==> config.mk <==
export PLATFORM = sky130hd
export DESIGN_NAME = serial_logic_engine
export DESIGN_NICKNAME = d
export VERILOG_FILES = /design/src/rtl/serial_logic_pkg.sv /design/src/rtl/serial_logic_engine_logic_slice.sv /design/src/rtl/serial_logic_engine.sv
export SDC_FILE = /design/constraint.sdc
export NUM_CORES = 1
export LEC_CHECK = 0
export CORE_ASPECT_RATIO = 1.4
export CORE_UTILIZATION = 45
export DETAILED_ROUTE_END_ITERATION = 10
export GPL_ROUTABILITY_DRIVEN = 0
export PLACE_DENSITY = 0.71
export SYNTH_ARGS = -nofsm -noshare
export SYNTH_HDL_FRONTEND = slang
export SYNTH_SLANG_ARGS = --single-unit
==> constraint.sdc <==
create_clock -name clk -period 1.5 [get_ports clk]
set_input_delay 0.15 -clock clk [delete_from_list [all_inputs] [get_ports clk]]
set_output_delay 0.15 -clock clk [all_outputs]
set_load 0.005 [all_outputs]
==> src/rtl/serial_logic_pkg.sv <==
// Shared types and constants for the bit-serial logic engine.
// Latency: n/a (declarations only).
// Backpressure: n/a (declarations only).
//
// Holds the engine FSM state encoding and the operation codes understood by
// logic_slice. The XOR/reserved codes only take effect when the slice is built
// with SERIAL_LOGIC_XOR_EN defined.
package serial_logic_pkg;

    typedef enum logic [1:0] {
        IDLE = 2'd0,
        RUN  = 2'd1,
        DONE = 2'd2
    } state_t;

    localparam logic [1:0] OP_AND  = 2'b00;
    localparam logic [1:0] OP_OR   = 2'b01;
    localparam logic [1:0] OP_XOR  = 2'b10;
    localparam logic [1:0] OP_RSVD = 2'b11;

endpackage

==> src/rtl/serial_logic_engine_logic_slice.sv <==
// 1-bit combinational logic slice: AND / OR (and XOR when enabled) into a mux.
// Latency: purely combinational, zero cycles.
// Backpressure: none; the driver presents one bit pair per cycle.
//
// Ports:
//   a, b : operand bits
//   sel  : operation select (OP_* codes from serial_logic_pkg)
//   y    : result bit
//
// Build option: SERIAL_LOGIC_XOR_EN
//   defined   -> 00 AND, 01 OR, 10 XOR, 11 constant zero (reserved code)
//   undefined -> sel[1] is ignored; only AND/OR and a 2:1 mux exist, so
//                10 behaves as AND and 11 behaves as OR.
module logic_slice
    import serial_logic_pkg::*;
(
    input  logic       a,
    input  logic       b,
    input  logic [1:0] sel,
    output logic       y
);

    logic and_y;
    logic or_y;

    assign and_y = a & b;
    assign or_y  = a | b;

`ifdef SERIAL_LOGIC_XOR_EN
    logic xor_y;

    assign xor_y = a ^ b;

    always_comb begin
        y = 1'b0;
        case (sel)
            OP_AND:  y = and_y;
            OP_OR:   y = or_y;
            OP_XOR:  y = xor_y;
            default: y = 1'b0;  // reserved code produces an all-zero word
        endcase
    end
`else
    // Upper select bit has no meaning without the XOR leg.
    logic unused_sel_hi;

    assign unused_sel_hi = sel[1];
    assign y = sel[0] ? or_y : and_y;
`endif

endmodule

==> src/rtl/serial_logic_engine.sv <==
// Bit-serial bitwise logic engine: feeds operand bit pairs LSB-first into logic_slice.
// Latency: WIDTH+1 cycles from accept to out_valid; initiation interval WIDTH+2.
// Backpressure: one job in flight; result held in DONE until out_ready, in_ready low meanwhile.
//
// Ports:
//   clk, rst             : clock, synchronous active-high reset
//   in_valid / in_ready  : operand handshake (in_ready high only in IDLE)
//   a, b, op             : operands and op code, sampled only on the accept cycle
//   out_valid / out_ready: result handshake (out_valid high only in DONE)
//   f, zero              : result word and its zero flag (zero qualified by out_valid)
//   busy                 : job in progress (RUN or DONE)
//
// Build option: SERIAL_LOGIC_XOR_EN enables the XOR leg of logic_slice.
module serial_logic_engine
    import serial_logic_pkg::*;
#(
    parameter int WIDTH = 8
) (
    input  logic             clk,
    input  logic             rst,
    input  logic             in_valid,
    output logic             in_ready,
    input  logic [WIDTH-1:0] a,
    input  logic [WIDTH-1:0] b,
    input  logic [1:0]       op,
    output logic             out_valid,
    input  logic             out_ready,
    output logic [WIDTH-1:0] f,
    output logic             zero,
    output logic             busy
);

    localparam int CW = (WIDTH > 1) ? $clog2(WIDTH) : 1;
    localparam logic [CW-1:0] LAST_BIT = CW'(WIDTH - 1);

    state_t           state;
    logic [WIDTH-1:0] a_sh;
    logic [WIDTH-1:0] b_sh;
    logic [WIDTH-1:0] res;
    logic [WIDTH-1:0] res_next;
    logic [1:0]       op_q;
    logic [CW-1:0]    cnt;
    logic             slice_y;

    logic_slice u_slice (
        .a   (a_sh[0]),
        .b   (b_sh[0]),
        .sel (op_q),
        .y   (slice_y)
    );

    // Slice output enters at the MSB and walks down; after WIDTH shifts the
    // bit produced in step i sits at position i.
    always_comb begin
        res_next            = res >> 1;
        res_next[WIDTH-1]   = slice_y;
    end

    assign in_ready = (state == IDLE);
    assign busy     = (state != IDLE);

    always_ff @(posedge clk) begin
        if (rst) begin
            state     <= IDLE;
            a_sh      <= '0;
            b_sh      <= '0;
            res       <= '0;
            op_q      <= OP_AND;
            cnt       <= '0;
            out_valid <= 1'b0;
            f         <= '0;
            zero      <= 1'b0;
        end else begin
            case (state)
                IDLE: begin
                    if (in_valid) begin
                        a_sh  <= a;
                        b_sh  <= b;
                        op_q  <= op;
                        cnt   <= '0;
                        res   <= '0;
                        state <= RUN;
                    end
                end

                RUN: begin
                    a_sh <= a_sh >> 1;
                    b_sh <= b_sh >> 1;
                    res  <= res_next;
                    if (cnt == LAST_BIT) begin
                        // Final bit: publish the completed word directly so
                        // f and zero are valid in the same cycle as out_valid.
                        state     <= DONE;
                        out_valid <= 1'b1;
                        f         <= res_next;
                        zero      <= (res_next == '0);
                    end else begin
                        cnt <= cnt + 1'b1;
                    end
                end

                DONE: begin
                    if (out_ready) begin
                        state     <= IDLE;
                        out_valid <= 1'b0;
                        zero      <= 1'b0;
                    end
                end

                default: state <= IDLE;
            endcase
        end
    end

endmodule
; After elaboration in Yosys (flattened, before gate mapping)
; Index checks and enable logic that the tools add are counted.
[totals]
word_cells = 49
ff_bits = 40
inputBits = 22
[classes]
n_eq_ne = 7
reduce_logical = 11
add_sub_neg = 1
bitwise_logic = 2
n_mux = 19
[op_table]
columns = op, count
row1 = $pmux 8 s2, 3
row2 = $mux 8, 3
row3 = $reduce_and 3->1, 3
row4 = $logic_not 8->1, 1
row5 = $ne 2x2->1 const B, 4
row6 = $mux 2, 3
row7 = $mux 3, 2
row8 = $pmux 2 s3, 1
row9 = $pmux 3 s2, 1
row10 = $reduce_and 2->1, 3
row11 = $reduce_bool 2->1, 3
row12 = $mux 1, 4
row13 = $pmux 1 s2, 2
row14 = $add 3x1->3 const B, 1
row15 = $eq 3x3->1 const B, 1
row16 = $eq 2x1->1 const B, 1
row17 = $eq 2x2->1 const B, 1
row18 = $logic_not 2->1, 1
row19 = $and 1x1->1, 1
row20 = $or 1x1->1, 1

; Logic depth before layout (Yosys ltp)
[depth]
word_depth = 5
mapped_depth = 6
mapped_depth_nobuf = 5

; Modules after synthesis
; From an unflattened synthesis, not the netlist that was laid out.
[hier_totals]
hier_cells = 195
area_unflattened_um2 = 1707.9
[modules_own_cells]
columns = module, area_each_um2, instances, cells_each
row1 = serial_logic_engine, 1696.6, 1, 194
row2 = logic_slice, 11.3, 1, 1

; Least setup slack after synthesis
; No wires, ideal clock.
[synth_timing]
path_kind = flip-flop to flip-flop
startpoint = register cnt[0]
endpoint = register f[2]
path_slack_ns = 0.142
stages_incl_launch_ff = 7
arrival_ns = 1.230
n_path_buf = 1
cell_sequence = dfxtp_1 -> ha_1 -> ha_1 -> nand3b_1 -> buf_4 -> mux2i_1 -> nor2_1
[synth_via]
elab_chain_len = 2
[synth_lines]
columns = element, line_no
row1 = "start, declared", serial_logic_engine.sv:42  ; logic [CW-1:0] cnt;
row2 = "start signal, assigned", serial_logic_engine.sv:98  ; cnt <= cnt + 1'b1;
row3 = $eq 3x3->1, serial_logic_engine.sv:90  ; if (cnt == LAST_BIT) begin
row4 = $reduce_and 2->1 (no source line), -
row5 = "end signal, assigned", serial_logic_engine.sv:95  ; f <= res_next;
row6 = "end, declared", serial_logic_engine.sv:28  ; output logic [WIDTH-1:0] f,
; Every way passes these cells.
; A chain may end at the register's enable or synchronous reset.

; Final worst setup path
[layout_timing]
startpoint = register state[1]
endpoint = output busy
[layout_via]
elab_chain_len = 1
[layout_lines]
columns = element, line_no
row1 = "start, declared", serial_logic_engine.sv:36  ; state_t state;
row2 = "start signal, assigned", serial_logic_engine.sv:64  ; state <= IDLE;
row3 = "start signal, assigned", serial_logic_engine.sv:82  ; state <= RUN;
row4 = "start signal, assigned", serial_logic_engine.sv:93  ; state <= DONE;
row5 = $reduce_bool 2->1, serial_logic_engine.sv:60  ; assign busy = (state != IDLE);
row6 = "end, declared", serial_logic_engine.sv:30  ; output logic busy
; Every way passes these cells.

==> results.txt <==
The flow ran to the end, and the final reports show no timing, DRC or antenna violations. The library cell used most frequently in the layout, excluding fill and tap cells, is sky130_fd_sc_hd__nand2_1. The starting utilization of the core area was 47.41%; the number of vias per cell after detailed routing was 5.435. At the worst endpoint, the arrival time is 1.27 ns. The logs give 29 for the largest net degree at the start of global routing and 0.28 ns for the clock latency on the worst-skew pair. For the worst setup path, the data required time is 1.35 ns.

Across all layers, the routed design uses 1462 vias. The wire length per cell was 12.66 µm; the quantity of I/O buffers inserted on ports was 32. The tools report the nature of the critical path endpoint as a primary output. For the fraction of the yosys area taken by sequential cells, the log shows 44.80%. STA classifies the critical path startpoint as a flip-flop. The final worst-path cycle share works out to 94.90%. The clock net in this run drives a total of 39 sinks.

Global routing finished with a remaining overflow of 0. In this run the worst path has a maximum fanout of 8. After layout, the minimum clock period comes to 1.423 ns. The die covers 0.004129 mm².

The total CTS buffers was 5; the area inside the core boundary was 0.003676 mm². After detailed routing, the number of remaining DRC violations is 0. Max-cap violations in this run came to 0. Summing every instance area after synthesis gives 0.001743 mm².

Counting every instance in the synthesized netlist gives 191. The number of top-level design ports was 34; the placed instance area was 0.002105 mm². The clock tree root buffer cell was sky130_fd_sc_hd__clkbuf_8. In this run the static leakage power is 0.0008809 µW. The die extent in x works out to 54.60 µm. The min-delay analysis places its worst path in the category input port to flip-flop.

The library cells used most frequently in the layout, excluding fill and tap cells, are sky130_fd_sc_hd__nand2_1 (40), sky130_fd_sc_hd__dfxtp_1 (37), sky130_fd_sc_hd__clkdlybuf4s50_1 (31). Yosys printed 0 warnings. Synthesis inferred 39 register bits.

The final number of max-transition violations came out at 0. The number of buffers between clock root and the deepest sink came out at 2. The number of global-route vias before repair came out at 1375. TritonCTS built the clock tree. The number of detailed-routing iterations run before antenna repair is 4, and the half-perimeter wire length after detailed placement is 2499 µm.

The total power draw was 2099 µW; the cell area after layout was 0.002233 mm². The y dimension of the die works out to 75.64 µm. Setup violations remaining at the end of the flow were counted as 0. The slew of the pin with the lowest slew margin was 0.3577 ns. In the synthesized netlist the dominant register cell turns out to be sky130_fd_sc_hd__dfxtp_1. The number of synthesized flops with an enable pin is 0.

The tools report the number of levels in the clock H-tree as 2. Averaged over all synthesized cells, the footprint is 9.125 µm². The count of inserted antenna diode cells is 0.

By startpoint and endpoint, the worst setup path is classified as flip-flop to primary output. In this run the remaining antenna-violating nets after routing total 0. The run gives 0 as the total count of hold-check failures in the final report. In this run the tightest slew margin relative to its limit is 76.10%. In the final design database the tool counted 250 nets. The peak ir drop on the vdd network is 792.3 µV. The first-pass GRT wire length is 5664 µm, and the number of distinct library cells after synthesis is 30. For the number of placement rows, the log shows 26. The synthesis-to-layout area growth came out at 28.14%. For this run, the total global-route usage over all layers was measured as 18.69%. After clock tree synthesis, the clock-pin slew on the worst setup and hold paths is 0.07 ns. Setup repair after global routing left no endpoint under its margin. Maximum operating frequency: 0.7025 GHz. The logs give 0 for the initial antenna violation count and 0 for the number of buffers inserted by hold repair at cts. The detailed-route wire length was 3405 µm; the total nets after synthesis was 215. The first routing iteration left 24 violations.

Dividing total power by cell area gives a power density of 939.6 mW/mm². The fraction of layout instances using a drive strength above 1 was 16.30%. For the final database, setup skew stands at 0.002963 ns. Counting flops with an async set or reset pin after synthesis yields a share of 0%.
Yosys cell counts (all sizes together), types with 2 or more instances:
cell,n,area (µm²)
a22oi,3,22.52
nand2b,2,12.51
a21oi,13,65.06
buf,12,105.1
a311oi,14,197.7
mux2i,7,70.07
nor3b,2,20.02
inv,3,11.26
clkbuf,3,11.26
nor2,28,105.1
nand3,7,35.03
nand3b,4,30.03
ha,2,25.02
nand2,40,150.1
dfxtp,39,780.8
nor4,2,12.51
area by class of cell:
type,instances,area (µm²)
Fill cell,328,1443
Tap cell,42,52.55
Timing Repair Buffer,43,442.9
Multi-Input combinational cell,134,855.8
Inverter,3,11.26
Sequential cell,39,785.8
Clock inverter,2,12.51
Clock buffer,6,72.57
cells by family (layout without fill, tap and decap cells):
group	Yosys count	in the layout	synth area share (%)
flops	39	39	44.80
simple gates	89	89	23.04
fa+ha+maj	3	3	2.010
buf+inv	18	54	7.322
mux	7	7	4.020
compound gates	35	35	18.81
critical path, stage by stage, from the launching register on:
cell and delay (ns):
sky130_fd_sc_hd__dfxtp_4 0.40, sky130_fd_sc_hd__nor2_2 0.06, sky130_fd_sc_hd__inv_1 0.05, sky130_fd_sc_hd__clkdlybuf4s50_1 0.49
sequential cells by signal, indices dropped and copies added (netlist names):
signal / cells
zero: 1
cnt: 3
state: 2
a_sh: 8
f: 8
op_q: 1
b_sh: 8
res: 7
out_valid: 1
layer usage:
metal	share of wire [%]	up-vias	routed length, µm	global-route usage [%]
li1	-	731	-	-
met1	43	706	1471	20.72
met2	53	21	1817	33.60
met3	2.1	4	70	3.593
met4	1.3	0	45	7.692
met5	0	-	0	0
worst paths after layout:
kind         startpoint  endpoint  slack [ns]  cells past startpoint
max            state[1]      busy        0.08                      3
min               op[0]   op_q[0]        0.44                      3
max reg2reg    state[1]   a_sh[5]        0.10                      5
min reg2reg        f[7]      f[7]        0.46                      2
metrics by stage:
step	utilization, %	hold slack, ns	cells	setup WS [ns]	setup TNS, ns
2_1_floorplan	-	0.2860	191	0.1421	0
3_3_place_gp	57.25	0.4462	259	-0.01635	-0.07669
3_5_place_dp	57.25	0.4519	259	-0.04832	-0.2995
4_1_cts	59.77	0.4401	267	0.01733	0
5_1_grt	60.76	0.4729	269	0.007021	0
6_report	60.76	0.4450	269	0.07657	0
repair_timing:
| item | in CTS | in global routing |
|---|---|---|
| pin swaps | 0 | 1 |
| setup buffers | 0 | 2 |
| endpoints found under the setup margin | 2 | 8 |
| resized for setup | 4 | 4 |
report_power, final:
part | total (µW) | internal, µW | switching, µW
clock network | 678 | 325 | 353
logic | 312 | 158 | 154
registers | 1110 | 1080 | 28.2
(Power assumes the default switching activity.)
